## src/rtl/r5p_soc_ctrl.sv

```systemverilog
// Simulation/test controller on the r5p data bus: signature bounds, halt/exit code,
// cycle counter with timeout, and a console byte FIFO drained through a stream port.
module r5p_soc_ctrl #(
    parameter int unsigned AW      = 22,
    parameter int unsigned DW      = 32,
    parameter int unsigned TMO_RST = 1_000_000,
    parameter int unsigned CW      = 64,
    parameter int unsigned FD      = 16
) (
    input  logic            clk,
    input  logic            rst,
    input  logic            bus_vld,
    input  logic            bus_wen,
    input  logic [AW-1:0]   bus_adr,
    input  logic [DW/8-1:0] bus_ben,
    input  logic [DW-1:0]   bus_wdt,
    output logic [DW-1:0]   bus_rdt,
    output logic            bus_rdy,
    output logic [DW-1:0]   sig_begin,
    output logic [DW-1:0]   sig_end,
    output logic            halt,
    output logic            timeout,
    output logic [7:0]      exit_code,
    output logic            con_vld,
    output logic [7:0]      con_dat,
    input  logic            con_rdy,
    output logic            done
);
    localparam int unsigned DBW = DW / 8;
    localparam int unsigned PW  = $clog2(FD);

    localparam logic [5:0] AdrSigBegin = 6'h00;
    localparam logic [5:0] AdrSigEnd   = 6'h08;
    localparam logic [5:0] AdrHalt     = 6'h10;
    localparam logic [5:0] AdrConsole  = 6'h18;
    localparam logic [5:0] AdrTimeout  = 6'h20;
    localparam logic [5:0] AdrCycle    = 6'h28;
    localparam logic [5:0] AdrStatus   = 6'h30;

    typedef enum logic [1:0] {StRun, StHalt, StTmo} state_e;

    state_e        state_q, state_d;
    logic [DW-1:0] sig_begin_q, sig_end_q, tmo_q, rdt_q;
    logic [7:0]    exit_code_q;
    logic [CW-1:0] cnt_q;
    logic          done_q;
    logic [7:0]    fifo_mem [FD];
    logic [PW-1:0] wr_ptr_q, rd_ptr_q;
    logic [PW:0]   fifo_cnt_q;

    logic [5:0]    adr;
    logic          fifo_full, fifo_empty, pop, push, rdy, wr, rd, halt_req, tmo_hit;
    logic [CW-1:0] limit;
    logic [DW-1:0] wmask, rdata;
    logic          unused_adr;

    assign adr        = bus_adr[5:0];
    assign unused_adr = ^bus_adr[AW-1:6];
    assign fifo_full  = fifo_cnt_q == (PW+1)'(FD);
    assign fifo_empty = fifo_cnt_q == '0;
    assign pop        = !fifo_empty && con_rdy;
    // A pop in the same cycle frees the slot, so a full FIFO need not stall then.
    assign rdy        = !(bus_vld && bus_wen && adr == AdrConsole && fifo_full && !pop);
    assign wr         = bus_vld && rdy && bus_wen;
    assign rd         = bus_vld && rdy && !bus_wen;
    assign push       = wr && adr == AdrConsole && bus_ben[0];
    assign halt_req   = wr && adr == AdrHalt && state_q == StRun;
    assign limit      = CW'(tmo_q);
    assign tmo_hit    = (limit != '0) && (cnt_q == limit - CW'(1));

    always_comb begin
        wmask = '0;
        for (int i = 0; i < DBW; i++) begin
            wmask[8*i +: 8] = {8{bus_ben[i]}};
        end
    end

    always_comb begin
        rdata = '0;
        case (adr)
            AdrSigBegin: rdata = sig_begin_q;
            AdrSigEnd:   rdata = sig_end_q;
            AdrTimeout:  rdata = tmo_q;
            AdrCycle:    rdata = cnt_q[DW-1:0];
            AdrStatus: begin
                rdata[0]    = state_q == StHalt;
                rdata[1]    = state_q == StTmo;
                rdata[2]    = fifo_full;
                rdata[3]    = fifo_empty;
                rdata[15:8] = 8'(fifo_cnt_q);
            end
            default:     rdata = '0;
        endcase
    end

    always_ff @(posedge clk or negedge rst) begin
        if (!rst) begin
            state_q <= StRun;
        end else begin
            state_q <= state_d;
        end
    end

    // Halt beats a timeout that falls on the same cycle.
    always_comb begin
        state_d = state_q;
        case (state_q)
            StRun: begin
                if (halt_req) begin
                    state_d = StHalt;
                end else if (tmo_hit) begin
                    state_d = StTmo;
                end
            end
            StHalt:  state_d = StHalt;
            StTmo:   state_d = StTmo;
            default: state_d = StRun;
        endcase
    end

    always_comb begin
        halt    = state_q == StHalt;
        timeout = state_q == StTmo;
    end

    always_ff @(posedge clk or negedge rst) begin
        if (!rst) begin
            sig_begin_q <= '0;
            sig_end_q   <= '0;
            tmo_q       <= DW'(TMO_RST);
            exit_code_q <= '0;
            cnt_q       <= '0;
            rdt_q       <= '0;
            done_q      <= 1'b0;
        end else begin
            if (wr && adr == AdrSigBegin) sig_begin_q <= (sig_begin_q & ~wmask) | (bus_wdt & wmask);
            if (wr && adr == AdrSigEnd)   sig_end_q   <= (sig_end_q & ~wmask) | (bus_wdt & wmask);
            if (wr && adr == AdrTimeout)  tmo_q       <= (tmo_q & ~wmask) | (bus_wdt & wmask);
            if (halt_req)                 exit_code_q <= bus_wdt[7:0];
            if (state_q == StRun)         cnt_q       <= cnt_q + CW'(1);
            if (rd)                       rdt_q       <= rdata;
            done_q <= done_q || (state_q != StRun && fifo_empty);
        end
    end

    always_ff @(posedge clk or negedge rst) begin
        if (!rst) begin
            wr_ptr_q   <= '0;
            rd_ptr_q   <= '0;
            fifo_cnt_q <= '0;
        end else begin
            if (push) wr_ptr_q <= wr_ptr_q + PW'(1);
            if (pop)  rd_ptr_q <= rd_ptr_q + PW'(1);
            fifo_cnt_q <= fifo_cnt_q + (PW+1)'(push) - (PW+1)'(pop);
        end
    end

    always_ff @(posedge clk) begin
        if (push) fifo_mem[wr_ptr_q] <= bus_wdt[7:0];
    end

    assign bus_rdt   = rdt_q;
    assign bus_rdy   = rdy;
    assign sig_begin = sig_begin_q;
    assign sig_end   = sig_end_q;
    assign exit_code = exit_code_q;
    assign con_vld   = !fifo_empty;
    assign con_dat   = fifo_mem[rd_ptr_q];
    assign done      = done_q;

endmodule
```

## config.mk

```make
export PLATFORM = sky130hd
export DESIGN_NAME = r5p_soc_ctrl
export DESIGN_NICKNAME = d
export VERILOG_FILES = /design/src/rtl/r5p_soc_ctrl.sv
export SDC_FILE = /design/constraint.sdc
export NUM_CORES = 1
export LEC_CHECK = 0
export BUFFER_PORTS_ARGS = -buffer_cell sky130_fd_sc_hd__buf_2
export CORE_UTILIZATION = 55
export CTS_CLUSTER_SIZE = 30
export DETAILED_ROUTE_END_ITERATION = 12
export PLACE_DENSITY = 0.73
export SLEW_MARGIN = 20
export SYNTH_ARGS = -nofsm -noshare
export SYNTH_HDL_FRONTEND = slang
export SYNTH_SLANG_ARGS = --single-unit
```

## constraint.sdc

```tcl
create_clock -name clk -period 3.7 [get_ports clk]
set_clock_uncertainty 0.2 [all_clocks]
set_input_delay 0.185 -clock clk [delete_from_list [all_inputs] [get_ports clk]]
set_output_delay 0.185 -clock clk [all_outputs]
set_load 0.02 [all_outputs]
```

==> metrics.txt <==
synth warn=0; Max IR drop VDD=around 0.38 mV; CTS tree=yes; Req. time, crit path=3.89 ns; multiplexer share of the synthesized area=14.45%; largest family of logic cells by synthesized area=multiplexers; Main synth FF type=dfrtp_1; synthesized cell area=0.01560 mm2; max-slew violations=0; CP endpoint kind=flop; wire length per cell=20.87 um; CP max FO=9; vias per cell=~5.8; Vias=10393; initial antenna violation count=0; max_cap viols=0; Yosys reg bits=around 340; Synth Area in Adders=1.171%; final non-filler cell total=1778; R2R Path Start=fifo_cnt_q[3]; crit start category=flop; H-tree Lvls=2; Mapped Cells=approximately 1200; layout cells sized above 1=29.57%; delay of the slowest critical-path stage=0.49 ns; outcome=finished clean; I/O Buffers=163; Worst path most repeated cell=inv_1; # rows=61; Reg clk slew, reported paths=0.06 ns; nets=approximately 1400; Clk Tree Root Cell=clkbuf_16; Compound-Gate Fraction of Synth Area=around 5.3%; Worst Slack Setup Final=between 0.2 and 0.3 ns; synth unique cells=71; Post-Synth Simple-Gate Area=11.45%; syn_nets=1238; Seq/Total Area, Yosys=about 59%; largest net degree at the start of global routing=82; Worst Setup SP=fifo_cnt_q[3]; GRT Overall Usage=26.38%; Fmax=0.2916 GHz; final worst path period need=3.429 ns; initial DRC count=approximately 700; clock buffer depth=3; count of final setup violators=0; final hold viol count=0; Core Area=0.02786 mm2; global route overflow=0; number of global-route vias before repair=approximately 11000; Hold Crit Class=in -> async; Fillers=between 1500 and 2000; clock sinks=344; initial core utilization=56.00%; Syn Area/Cell=13.44 um2; Die ar.=0.02904 mm2; Final period util=about 93%; Die X=170.4 um; Hold Buf Count CTS=38; DP HPWL=25.42 mm; leakage=7.992 nW; DRC viols=0; worst skew pair latency=between 0.5 and 0.6 ns; TritonRoute pass-1 iters=7; global-route wire length before repair=58.58 mm; CP Cell Sequence=inv_1 -> ha_1 -> nand4_1 -> nor2_1 -> or2_2 -> nor2_1 -> inv_1 -> ha_1 -> inv_1 -> ha_1 -> inv_1 -> fa_1 -> inv_1 -> a21oi_1 -> nor2_1 -> nor2_1 -> xnor2_1; cts bufs inserted=36; Synth Area in XOR/XNOR=6.288%; WHS=between 0.02 and 0.03 ns; Max-slew headroom=33.58%; CP Class=reg -> reg; synthesis-to-layout area growth=18.51%; Top Ports=180; Slew @ Worst Pin=0.9942 ns; number of synthesized flops with an enable pin=about 130; RSZ-0062 raised after global routing=no; overall routed net length=37.11 mm; placed instance count=1674; ys async rst share=62.79%; Routed Antenna Nets=0; final setup TNS=0 ns; n_diodes=0; setup bufs post-CTS=0; pwr dens=553.2 mW/mm2; DP Worst Slack=approximately 0.33 ns; Die Ht=170.4 um; Worst Path Arrival=approximately 3.6 ns; master of the slowest instance on the critical path=nor2_1; GP Congestion=0.8423; post_cts resized=0
-- Yosys cell counts, types with 3 or more instances --
cell	number	area share, %
nor2_2	6	0.24
dfstp_2	7	1.2
a221oi_1	7	0.39
or3_1	6	0.24
and2_1	4	0.16
mux2_2	89	6.4
nor4b_1	3	0.17
a222oi_1	23	1.5
o21ai_0	19	0.61
nor2b_1	9	0.36
a21oi_1	8	0.26
nand3b_1	3	0.14
clkbuf_1	32	0.77
mux2_1	17	1.2
mux2i_1	16	1.0
buf_1	9	0.22
mux4_2	40	5.8
buf_4	4	0.19
dfrtp_1	209	34
a31oi_1	24	0.96
nor3_2	4	0.26
inv_1	16	0.38
a211oi_1	4	0.19
buf_2	12	0.38
nand2b_1	10	0.40
ha_1	13	1.0
xor2_1	35	2.0
nand2_1	108	2.6
nor3_1	20	0.64
or2_2	3	0.12
nor2_1	66	1.6
nand4_1	17	0.68
edfxtp_1	128	25
nand4b_1	3	0.17
nor4_1	20	0.80
xnor2_1	77	4.3
and3_1	13	0.52
and4_1	5	0.28
nand3_1	30	0.96
a22o_1	3	0.17
-- where the power goes --
group	leakage [nW]	total, mW	switching, mW	internal (mW)
Sequential	4.03	4.51	0.351	4.15
Combinational	3.39	2.16	1.09	1.07
Clock	0.572	3.56	1.46	2.10
Total	7.99	10.2	2.90	7.32
-- per-layer routing --
metal | global-route usage, % | wire length, um | vias to the layer above
met1 | 32.35 | 14840 | 5276
met2 | 46.92 | 19370 | 288
met3 | 3.349 | 1437 | 85
met5 | 0 | 0 | -
li1 | - | - | 4744
met4 | 11.24 | 1467 | 0
-- worst max-delay path, delay by kind of cell, from the launching register on --
kind | cells | cell delay, ns
AOI/OAI and AO/OA | 1 | 0.07
buffers and inverters | 5 | 0.36
adders and majority gates | 4 | 1.07
xor gates and xnor gates | 1 | 0.11
and+or+nand+nor | 6 | 1.11
DFF | 1 | 0.39
-- placed cells by master (no fill, tap or decap), types with 6 or more instances in the layout --
master,n
clkbuf_8,6
nand2_1,108
mux2i_1,16
o21ai_0,19
nor2_2,8
nor3_1,18
nor4_1,20
a21oi_1,8
nand4_1,17
ha_1,13
or3_1,6
a222oi_1,23
a31oi_1,24
edfxtp_1,128
buf_2,162
nor2_1,64
dlygate4sd3_1,38
nor2b_1,8
inv_1,16
nor3_2,6
mux4_2,40
mux2_2,89
clkbuf_1,7
dfrtp_1,208
clkbuf_16,37
dfstp_2,7
nand3_1,30
a221oi_1,7
mux2_1,17
nand2b_1,10
xnor2_1,77
buf_4,27
xor2_1,35
and3_1,13
-- kinds of logic (layout without fill, tap and decap cells) --
family,after synthesis,after routing
flip-flops,344,344
AO/OA/AOI/OAI,111,111
XOR/XNOR,112,112
adder cells (fa/ha/maj),14,14
buffers and inverters,74,313
multiplexers,162,162
AND/OR/NAND/NOR,344,344
-- path summary, 6_finish.rpt --
| kind | endpoint | slack (ns) | depth (start not counted) |
|---|---|---|---|
| max | fifo_cnt_q[4] | 0.27 | 17 |
| min | bus_rdt[18] | 0.03 | 2 |
| max reg2reg | fifo_cnt_q[4] | 0.27 | 17 |
| min reg2reg | cnt_q[63] | 0.28 | 1 |
| max in group asynchronous | asynchronous set/reset pin | 2.40 | 3 |
| min in group clk | bus_rdt[13] | 0.03 | 4 |
-- stage by stage --
stage	util, %	power [mW]	area, um2
after detailed placement	60.80	6.708	16940
after global placement	60.80	6.644	16940
final	66.37	10.23	18490
after CTS	66.37	10.31	18490
after floorplan	-	6.039	15600
after global routing	66.37	10.66	18490
-- area by class of cell --
cell class | instances | area (um2) | area share [%]
clock buffer | 50 | 1035 | 5.597
sequential | 344 | 9259 | 50.08
clock inverter | 16 | 136.4 | 0.7376
timing repair buffer | 231 | 1469 | 7.945
inverter | 16 | 60.06 | 0.3248
multi-input combinational | 743 | 6057 | 32.76
tap | 378 | 473.0 | 2.558
Power figures use the tool's default switching activity.
